## config.mk

```make
export PLATFORM = sky130hd
export DESIGN_NAME = watch_ctrl_flat
export DESIGN_NICKNAME = d
export VERILOG_FILES = /design/src/rtl/watch_pkg.sv /design/src/rtl/watch_if.sv /design/src/rtl/watch_ctrl_btn_debounce.sv /design/src/rtl/watch_ctrl.sv /design/src/flat_wrapper.sv
export SDC_FILE = /design/constraint.sdc
export NUM_CORES = 1
export LEC_CHECK = 0
export CAP_MARGIN = 20
export CORE_MARGIN = 1
export CORE_UTILIZATION = 54
export DETAILED_ROUTE_END_ITERATION = 12
export PLACE_DENSITY = 0.78
export REMOVE_ABC_BUFFERS = 1
export SYNTH_ARGS = -nofsm -noshare
export SYNTH_HDL_FRONTEND = slang
export SYNTH_SLANG_ARGS = --single-unit
export TNS_END_PERCENT = 30
```

## constraint.sdc

```tcl
create_clock -name clk -period 1.95 [get_ports clk]
set_input_delay 0.2925 -clock clk [delete_from_list [all_inputs] [get_ports clk]]
set_output_delay 0.2925 -clock clk [all_outputs]
set_load 0.05 [all_outputs]
```

## src/rtl/watch_pkg.sv

```systemverilog
// rtl/watch_pkg.sv - shared types and constants for the watch front-panel controller
// Mode/flag codes match what STOPWATCH decodes; cmd_state_t is internal to watch_ctrl.
package watch_pkg;

  typedef enum logic [1:0] {
    CLOCK     = 2'd0,
    STOPWATCH = 2'd1,
    TIMER     = 2'd2,
    ALARM     = 2'd3
  } mode_t;

  typedef enum logic [3:0] {
    IDLE  = 4'd0,
    CLEAR = 4'd5,
    PAUSE = 4'd6,
    RUN   = 4'd7
  } flag_t;

  typedef enum logic [2:0] {
    S_IDLE,
    S_RUN,
    S_PAUSE,
    S_CLR1,
    S_CLR2
  } cmd_state_t;

  localparam int BTN_MODE  = 0;
  localparam int BTN_START = 1;
  localparam int BTN_CLEAR = 2;
  localparam int NUM_BTN   = 3;

  // Both clear states present CLEAR so the stopwatch sees a two-cycle clear strobe.
  function automatic flag_t cmd_to_flag(input cmd_state_t s);
    case (s)
      S_RUN:           return RUN;
      S_PAUSE:         return PAUSE;
      S_CLR1, S_CLR2:  return CLEAR;
      default:         return IDLE;
    endcase
  endfunction

endpackage

```

## src/rtl/watch_if.sv

```systemverilog
// rtl/watch_if.sv - button/mode/command bundle between the panel controller and STOPWATCH
interface watch_if;
  logic [7:0] btn_n;
  logic [3:0] state;
  logic [3:0] flag;

  modport master (input btn_n, output state, output flag);
  modport slave  (output btn_n, input state, input flag);
endinterface

```

## src/rtl/watch_ctrl_btn_debounce.sv

```systemverilog
// rtl/watch_ctrl_btn_debounce.sv - per-button synchroniser, debounce counter and press detector
// o_press pulses for one cycle on the registered cycle after the debounced level falls.
module btn_debounce #(
  parameter int DEBOUNCE_CYCLES = 16
) (
  input  logic clk,
  input  logic rst_n,
  input  logic i_btn_n,
  output logic o_press
);

  localparam int CW = $clog2(DEBOUNCE_CYCLES + 1);

  logic          r_sync1;
  logic          r_sync2;
  logic          r_level;
  logic          r_press;
  logic [CW-1:0] r_cnt;

  always_ff @(posedge clk or negedge rst_n) begin
    if (!rst_n) begin
      r_sync1 <= 1'b1;
      r_sync2 <= 1'b1;
      r_level <= 1'b1;
      r_press <= 1'b0;
      r_cnt   <= '0;
    end else begin
      r_sync1 <= i_btn_n;
      r_sync2 <= r_sync1;
      r_press <= 1'b0;
      if (r_sync2 == r_level) begin
        r_cnt <= '0;
      end else if (r_cnt == CW'(DEBOUNCE_CYCLES)) begin
        // Level accepted: only the high-to-low flip is a press.
        r_level <= r_sync2;
        r_press <= ~r_sync2;
        r_cnt   <= '0;
      end else begin
        r_cnt <= r_cnt + CW'(1);
      end
    end
  end

  assign o_press = r_press;

endmodule

```

## src/rtl/watch_ctrl.sv

```systemverilog
// rtl/watch_ctrl.sv - front-panel controller: debounced buttons to STOPWATCH mode/command codes
// Holds the mode register and the stopwatch command FSM; MODE > START > CLEAR per cycle.
module watch_ctrl
  import watch_pkg::*;
#(
  parameter int DEBOUNCE_CYCLES = 16
) (
  input  logic     clk,
  input  logic     rst_n,
  watch_if.master  bus
);

  logic [NUM_BTN-1:0] w_press;
  logic               w_mode_ev;
  logic               w_start_ev;
  logic               w_clear_ev;
  mode_t              r_mode;
  cmd_state_t         r_cmd;
  cmd_state_t         w_cmd_next;
  flag_t              r_flag;

  for (genvar g = 0; g < NUM_BTN; g++) begin : g_btn
    btn_debounce #(.DEBOUNCE_CYCLES(DEBOUNCE_CYCLES)) u_debounce (
      .clk     (clk),
      .rst_n   (rst_n),
      .i_btn_n (bus.btn_n[g]),
      .o_press (w_press[g])
    );
  end

  // A higher-priority event suppresses lower ones even when it is itself ignored.
  assign w_mode_ev  = w_press[BTN_MODE];
  assign w_start_ev = w_press[BTN_START] & ~w_press[BTN_MODE];
  assign w_clear_ev = w_press[BTN_CLEAR] & ~w_press[BTN_START] & ~w_press[BTN_MODE];

  always_comb begin
    w_cmd_next = r_cmd;
    case (r_cmd)
      S_CLR1:  w_cmd_next = S_CLR2;
      S_CLR2:  w_cmd_next = S_IDLE;
      default: w_cmd_next = r_cmd;
    endcase
    if (w_start_ev && r_mode == STOPWATCH) begin
      w_cmd_next = (r_cmd == S_RUN) ? S_PAUSE : S_RUN;
    end else if (w_clear_ev && r_mode == STOPWATCH && r_cmd != S_RUN) begin
      w_cmd_next = S_CLR1;
    end
  end

  always_ff @(posedge clk or negedge rst_n) begin
    if (!rst_n) begin
      r_mode <= STOPWATCH;
      r_cmd  <= S_IDLE;
      r_flag <= IDLE;
    end else begin
      if (w_mode_ev) begin
        r_mode <= mode_t'(r_mode + 2'd1);
      end
      r_cmd  <= w_cmd_next;
      r_flag <= cmd_to_flag(w_cmd_next);
    end
  end

  assign bus.state = {2'b00, r_mode};
  assign bus.flag  = r_flag;

endmodule

```

## src/flat_wrapper.sv

```systemverilog
// flat-port wrapper written by rule: the top's interface ports become plain ports
module watch_ctrl_flat import watch_pkg::*;
#(
  parameter int DEBOUNCE_CYCLES = 16
)
  (clk, rst_n, bus_btn_n, bus_state, bus_flag);
  watch_if bus_i ();
  input  logic clk;
  input  logic rst_n;
  input wire logic [$bits(bus_i.btn_n)-1:0] bus_btn_n;
  output wire logic [$bits(bus_i.state)-1:0] bus_state;
  output wire logic [$bits(bus_i.flag)-1:0] bus_flag;
  assign bus_i.btn_n = bus_btn_n;
  assign bus_state = bus_i.state;
  assign bus_flag = bus_i.flag;
  watch_ctrl #(.DEBOUNCE_CYCLES(DEBOUNCE_CYCLES)) u_core (.clk(clk), .rst_n(rst_n), .bus(bus_i));
endmodule
```

==> impl_summary.txt, run 1 <==
----------------------------------------------------
[Outcome]
  Outcome ... finished clean

[STA]
  Setup repair after global routing missed its margin ... no
  Fin. max-slew vios ... 0
  Final count of negative-setup-slack endpoints ... 0
  Final-report hold violation count ... 0
  Worst setup skew after layout ... 0.0129 ns
  Minimum clock period ... 1.81 ns
  Setup TNS after final layout ... 0 ns
  Slack of the critical path ... 0.136 ns
  Final critical-path share of the clock period ... 93.0%
  Fmax ... 551 MHz

[Synthesis]
  Number of warnings reported in the yosys synthesis log ... 0
  Cell types occupying the most area after synthesis ... sky130_fd_sc_hd__dfrtp_1, sky130_fd_sc_hd__dfstp_2, sky130_fd_sc_hd__ha_1
  Instance count of the mapped netlist ... 125
  Leading cell type by number of instances after synthesis ... sky130_fd_sc_hd__dfrtp_1
  Post-synthesis sequential area ratio ... 59.4%
  Number of enable flip-flop cells after synthesis ... 0
  Top cell type by total area after synthesis ... sky130_fd_sc_hd__dfrtp_1
  Yosys cell types ... 28
  Post-synth top flop ... sky130_fd_sc_hd__dfrtp_1
  Cell types with the highest counts after synthesis ... sky130_fd_sc_hd__dfrtp_1, sky130_fd_sc_hd__nor2_1, sky130_fd_sc_hd__dfstp_2, sky130_fd_sc_hd__inv_1, sky130_fd_sc_hd__xor2_1
  Yosys top cell area share ... 41.8%
  Fraction of registers with async set/reset ... 100%
  Total standard cell area after synthesis ... 1500 sq um
  #FFs+latches synth ... 35
  Post-Synthesis Mean Instance Area ... 12.0 sq um

[GRT]
  Number of antenna violations at the first check in global routing ... 0
  First-pass GRT wire length ... 3.62 mm
  Total grt overflow ... 0
  Largest net degree at the start of global routing ... 36
  Via count of the first global-routing pass ... 904
  Gr usage total ... 18.0%

[Setup path]
  Slowest stage cell on the critical path ... sky130_fd_sc_hd__clkdlybuf4s50_1
  Type of the setup path with the least slack ... reg2out
  Critical path arrival ... 1.52 ns
  Delay of the slowest critical-path stage ... 0.81 ns
  Category of the worst setup path launch point ... register
  CP Cell Sequence ... clkdlybuf4s50_1
  Bufs and invs on worst path ... 1
  Origin of the critical flop-to-flop path ... u_core.r_mode[0]$_DFFE_PN1P_
  Required arrival time at the worst endpoint ... 1.66 ns
  Largest delay share family, worst path ... buffers and inverters
  Peak fanout along the critical path ... 3
  Launching instance or port of the critical path ... u_core.r_mode[1]$_DFFE_PN0P_
  Category of the worst setup path capture point ... output port

[Floorplanning]
  Full die area ... 2980 sq um
  Die Height ... 54.6 microns
  Floorplan Core Area ... 2540 sq um
  FP Rows ... 18
  Die X-Extent ... 54.6 microns
  I/O pin total ... 18
  Effective utilization at floorplan ... 58.8%

[Clock tree]
  Clock sink count ... 35
  H-Tree Depth ... 2
  Number of gates resized after cts ... 0
  Worst skew pair latency ... 0.33 ns
  Clock tree from TritonCTS ... built
  Post CTS Setup Buffer Count ... 0
  Clock tree root buffer cell ... sky130_fd_sc_hd__clkbuf_4
  Number of clock buffers inserted by TritonCTS ... 5
  Cts hold-fix bufs ... 0
  Max clock buf depth ... 2
  Clock slew at the register clock pins of the worst setup and hold paths ... 0.10 ns

[Routing]
  Mean number of vias per cell ... 5.19
  Wire length after detailed routing ... 2.16 mm
  Router iterations before antenna repair ... 4
  First DRT Iteration DRCs ... 7
  Detailed-route wire length per cell ... 12.6 microns
  Total vias in the final route ... 893
  Drc violations ... 0
  Number of routed nets with antenna violations ... 0

[Cells and area]
  Fraction of final layout cells with drive strength greater than 1 ... 16.2%
  Area Growth Syn to Fin ... 11.2%
  Final net count ... 158
  Ant diodes ... 0
  Post-route cell area ... 1660 sq um

[Placed design]
  Pre-CTS setup slack ... 0.425 ns
  Area post-placement ... 1610 sq um
  GP Congestion ... 0.727
  Post-detail-place hpwl ... 1.53 mm
  Count of buffers from port buffering ... 9

[Pwr]
  Power Dens Cells ... 726 nW/um^2
  Static Leak ... 0.778 nW
  Worst IR Drop VDD ... 0.478 mV

[Hold path]
  Path class of the lowest-slack min-delay path ... in2async

[Job]
  Maximum Capacitance Violations ... 0

----------------------------------------------------
cells by family (layout without fill, tap and decap cells):
kind of cell	Yosys count	in the layout	share of synthesized area, %
other	1	3	0.251
XOR/XNOR	13	13	7.62
buffers and inverters	11	26	3.51
adder cells (fa/ha/maj)	7	7	5.86
multiplexers	3	3	2.26
AO/OA/AOI/OAI	11	11	4.02
AND/OR/NAND/NOR	44	44	17.1
flip-flops	35	35	59.4
path summary, 6_finish.rpt:
kind / endpoint / cells after the start / slack, ns
setup / recovery: bus_state[1] / 1 / 0.14
hold / removal: u_core.r_cmd[1]$_DFF_PN0_ / 2 / 0.35
min in group clk: u_core.g_btn[0].u_debounce.r_sync2$_DFF_PN1_ / 0 / 0.36
setup reg to reg: u_core.r_cmd[1]$_DFF_PN0_ / 4 / 0.42
hold reg to reg: u_core.g_btn[0].u_debounce.r_sync2$_DFF_PN1_ / 0 / 0.36
max in group asynchronous: u_core.g_btn[1].u_debounce.r_sync1$_DFF_PN1_ / 2 / 1.25
state kept, by name (all words and copies together) (netlist names):
name,count
u_core.g_btn.u_debounce.o_press,3
u_core.g_btn.u_debounce.r_sync2,3
u_core.g_btn.u_debounce.r_cnt,15
u_core.g_btn.u_debounce.r_level,3
u_core.r_cmd,3
u_core.g_btn.u_debounce.r_sync1,3
u_core.r_mode,2
u_core.bus.flag,3
cells in the final DEF (no fill, tap or decap):
master,n
sky130_fd_sc_hd__buf_4,2
sky130_fd_sc_hd__and3_1,1
sky130_fd_sc_hd__and2_1,4
sky130_fd_sc_hd__xor2_1,8
sky130_fd_sc_hd__and2b_2,1
sky130_fd_sc_hd__o21ai_0,5
sky130_fd_sc_hd__clkinv_2,1
sky130_fd_sc_hd__a21boi_0,1
sky130_fd_sc_hd__clkbuf_1,2
sky130_fd_sc_hd__or2b_1,1
sky130_fd_sc_hd__clkdlybuf4s50_1,8
sky130_fd_sc_hd__nand3b_2,1
sky130_fd_sc_hd__and2b_1,1
sky130_fd_sc_hd__nand3b_1,1
sky130_fd_sc_hd__nand4bb_1,3
sky130_fd_sc_hd__clkbuf_4,5
sky130_fd_sc_hd__a211oi_1,1
sky130_fd_sc_hd__mux2_2,3
sky130_fd_sc_hd__xnor2_1,5
sky130_fd_sc_hd__nand2_1,4
sky130_fd_sc_hd__dfrtp_1,25
sky130_fd_sc_hd__or4_1,1
sky130_fd_sc_hd__nand3_1,6
sky130_fd_sc_hd__dfstp_2,10
sky130_fd_sc_hd__conb_1,3
sky130_fd_sc_hd__inv_1,8
sky130_fd_sc_hd__a21oi_1,4
sky130_fd_sc_hd__nor2_1,12
sky130_fd_sc_hd__nor2b_1,2
sky130_fd_sc_hd__ha_1,7
sky130_fd_sc_hd__nor3b_1,3
sky130_fd_sc_hd__nor3_1,3
stage by stage:
stage	total power, W	util, %	hold slack, ns	cells
floorplan	0.000826	-	-0.00309	124
global placement	0.000856	63.4	0.347	164
detailed placement	0.000863	63.4	0.349	164
CTS	0.00123	65.3	0.348	172
global route	0.00127	65.3	0.345	172
finish	0.00121	65.3	0.347	172
area by class of cell:
| type | count | area (sq um) |
|---|---|---|
| flip-flops and latches | 35 | 888 |
| fillers | 198 | 882 |
| multi-input cells | 81 | 562 |
| repair buffers | 10 | 95.1 |
| clock buffers | 7 | 45.0 |
| well taps | 30 | 37.5 |
| inverters | 8 | 30.0 |
| clock inverters | 1 | 5.00 |
layer usage:
metal  track usage, %  up-vias  wire length [microns]
met5                0        -                      0
met4             7.69        0                      2
met3             8.33        2                     79
met2             30.5       16                   1090
met1             19.0      436                    987
li1                 -      439                      -
power by group:
| part | internal, W | switching, W | leakage, nW |
|---|---|---|---|
| Combinational | 0.0000292 | 0.0000469 | 0.303 |
| Clock | 0.000140 | 0.000220 | 0.0293 |
| Sequential | 0.000752 | 0.0000186 | 0.446 |
Power figures use the tool's default switching activity.
==> run 2, diff against run 1 <==
--- a/config.mk
+++ b/config.mk
@@ -11,6 +11,7 @@
 export DETAILED_ROUTE_END_ITERATION = 12
 export PLACE_DENSITY = 0.78
 export REMOVE_ABC_BUFFERS = 1
+export SETUP_SLACK_MARGIN = 0.15
 export SYNTH_ARGS = -nofsm -noshare
 export SYNTH_HDL_FRONTEND = slang
 export SYNTH_SLANG_ARGS = --single-unit
==> impl_summary.txt, run 2 (synthesis results as in run 1) <==
----------------------------------------------------
[Hold path]
  Path class of the lowest-slack min-delay path ... in2async

[Setup path]
  CP Cell Sequence ... clkdlybuf4s50_1
  Category of the worst setup path launch point ... register
  Depth of the worst register-to-register path ... 4
  Critical path arrival ... 1.46 ns
  Largest delay share family, worst path ... buffers and inverters
  Delay of the slowest critical-path stage ... 0.79 ns
  Type of the setup path with the least slack ... reg2out
  Total stage count of the critical path ... 1
  Slowest stage cell on the critical path ... sky130_fd_sc_hd__clkdlybuf4s50_1
  Required arrival time at the worst endpoint ... 1.66 ns
  Peak fanout along the critical path ... 1
  Bufs and invs on worst path ... 1
  Category of the worst setup path capture point ... output port

[STA]
  Worst setup skew after layout ... 0.0129 ns
  Final critical-path share of the clock period ... 89.9%
  Final count of negative-setup-slack endpoints ... 0
  Setup TNS after final layout ... 0 ns
  Fmax ... 571 MHz
  Final-report hold violation count ... 0
  Worst hold slack ... 0.347 ns
  Setup repair after global routing missed its margin ... yes
  Fin. max-slew vios ... 0
  Minimum clock period ... 1.75 ns
  Slack of the critical path ... 0.198 ns

[Placed design]
  GP Congestion ... 0.727
  Post-detail-place hpwl ... 1.53 mm
  Count of buffers from port buffering ... 9
  Area post-placement ... 1610 sq um
  Pre-CTS setup slack ... 0.425 ns

[Clock tree]
  Number of clock buffers inserted by TritonCTS ... 5
  Clock tree from TritonCTS ... built
  Cts hold-fix bufs ... 0
  Clock sink count ... 35
  Clock slew at the register clock pins of the worst setup and hold paths ... 0.10 ns
  Worst skew pair latency ... 0.33 ns
  Max clock buf depth ... 2
  Clock tree root buffer cell ... sky130_fd_sc_hd__clkbuf_4
  H-Tree Depth ... 2

[GRT]
  First-pass GRT wire length ... 3.64 mm
  Most used routing layer ... met2
  Largest net degree at the start of global routing ... 36
  Global Route met1 Usage ... 19.0%
  GR Layer Usage met3 ... 8.33%
  Total grt overflow ... 0
  Gr usage total ... 18.1%
  Via count of the first global-routing pass ... 909
  Global routing usage on met2 ... 30.7%
  Number of antenna violations at the first check in global routing ... 0

[Floorplanning]
  Floorplan Core Area ... 2540 sq um
  Full die area ... 2980 sq um
  Die Height ... 54.6 microns
  I/O pin total ... 18
  FP Rows ... 18
  Die X-Extent ... 54.6 microns
  Effective utilization at floorplan ... 58.8%

[Cells and area]
  Most common library cell in the layout ignoring fill and taps ... sky130_fd_sc_hd__dfrtp_1
  Area Growth Syn to Fin ... 11.3%
  Post-route cell area ... 1660 sq um
  Final core area utilization ... 65.4%
  Commonest non-fill, non-tap cells in the layout ... sky130_fd_sc_hd__dfrtp_1, sky130_fd_sc_hd__nor2_1, sky130_fd_sc_hd__dfstp_2, sky130_fd_sc_hd__inv_1, sky130_fd_sc_hd__xor2_1
  Ant diodes ... 0
  Final net count ... 158
  Fraction of final layout cells with drive strength greater than 1 ... 16.2%
  Max FFs per register ... 15
  Top register by number of flip-flops ... u_core.g_btn.u_debounce.r_cnt

[Routing]
  Number of routed nets with antenna violations ... 0
  Total vias in the final route ... 894
  Drc violations ... 0
  Detailed-route wire length per cell ... 12.6 microns
  Router iterations before antenna repair ... 4
  First DRT Iteration DRCs ... 7
  Wire length after detailed routing ... 2.17 mm
  Mean number of vias per cell ... 5.20

[Outcome]
  Outcome ... finished clean

[Pwr]
  Static Leak ... 0.802 nW
  Worst IR Drop VDD ... 0.478 mV
  Power Dens Cells ... 726 nW/um^2

[Job]
  Maximum Capacitance Violations ... 0

----------------------------------------------------
-- run 2: final timing paths --
kind | startpoint | slack, ns | end
hold / removal | rst_n | 0.35 | u_core.r_cmd[1]$_DFF_PN0_
min in group clk | u_core.g_btn[0].u_debounce.r_sync1$_DFF_PN1_ | 0.36 | u_core.g_btn[0].u_debounce.r_sync2$_DFF_PN1_
max in group asynchronous | rst_n | 1.25 | u_core.g_btn[1].u_debounce.r_sync1$_DFF_PN1_
setup / recovery | u_core.bus.flag[0]$_DFF_PN0_ | 0.20 | bus_flag[0]
hold reg to reg | u_core.g_btn[0].u_debounce.r_sync1$_DFF_PN1_ | 0.36 | u_core.g_btn[0].u_debounce.r_sync2$_DFF_PN1_
setup reg to reg | u_core.r_mode[0]$_DFFE_PN1P_ | 0.42 | u_core.r_cmd[1]$_DFF_PN0_
-- run 2: worst register-to-register path: stages, from the launching register on --
cell                      delay (ns)
sky130_fd_sc_hd__dfstp_2        0.57
sky130_fd_sc_hd__ha_1           0.20
sky130_fd_sc_hd__nor2b_1        0.17
sky130_fd_sc_hd__nor3_1         0.06
sky130_fd_sc_hd__or4_1          0.40
-- run 2: what timing repair did --
item | in CTS | in global routing
endpoints found under the setup margin | 1 | 3
buffers inserted | 0 | 0
gates resized for setup | 1 | 1
-- run 2: cell type report --
| class | count | area [sq um] |
|---|---|---|
| Sequential cell | 35 | 888 |
| Fill cell | 199 | 881 |
| Multi-Input combinational cell | 81 | 562 |
| Timing Repair Buffer | 10 | 96.3 |
| Clock buffer | 7 | 45.0 |
| Tap cell | 30 | 37.5 |
| Inverter | 8 | 30.0 |
| Clock inverter | 1 | 5.00 |
-- run 2: metal layers --
layer | part of all wire, % | vias to the layer above | wire length, microns
li1 | - | 439 | -
met1 | 45 | 437 | 982
met2 | 51 | 16 | 1100
met3 | 3.8 | 2 | 82
met4 | 0.092 | 0 | 2
met5 | 0 | - | 0
-- run 2: report_power, final --
group / leakage (nW) / internal [W] / switching (W) / total [W]
combinational: 0.327 / 0.0000292 / 0.0000469 / 0.0000761
sequential: 0.446 / 0.000752 / 0.0000186 / 0.000771
clock: 0.0293 / 0.000140 / 0.000220 / 0.000361
-- run 2: through the flow --
| step | power (W) | instances |
|---|---|---|
| after floorplan | 0.000826 | 124 |
| after global placement | 0.000856 | 164 |
| after detailed placement | 0.000863 | 164 |
| after CTS | 0.00123 | 172 |
| after global routing | 0.00127 | 172 |
| final | 0.00121 | 172 |
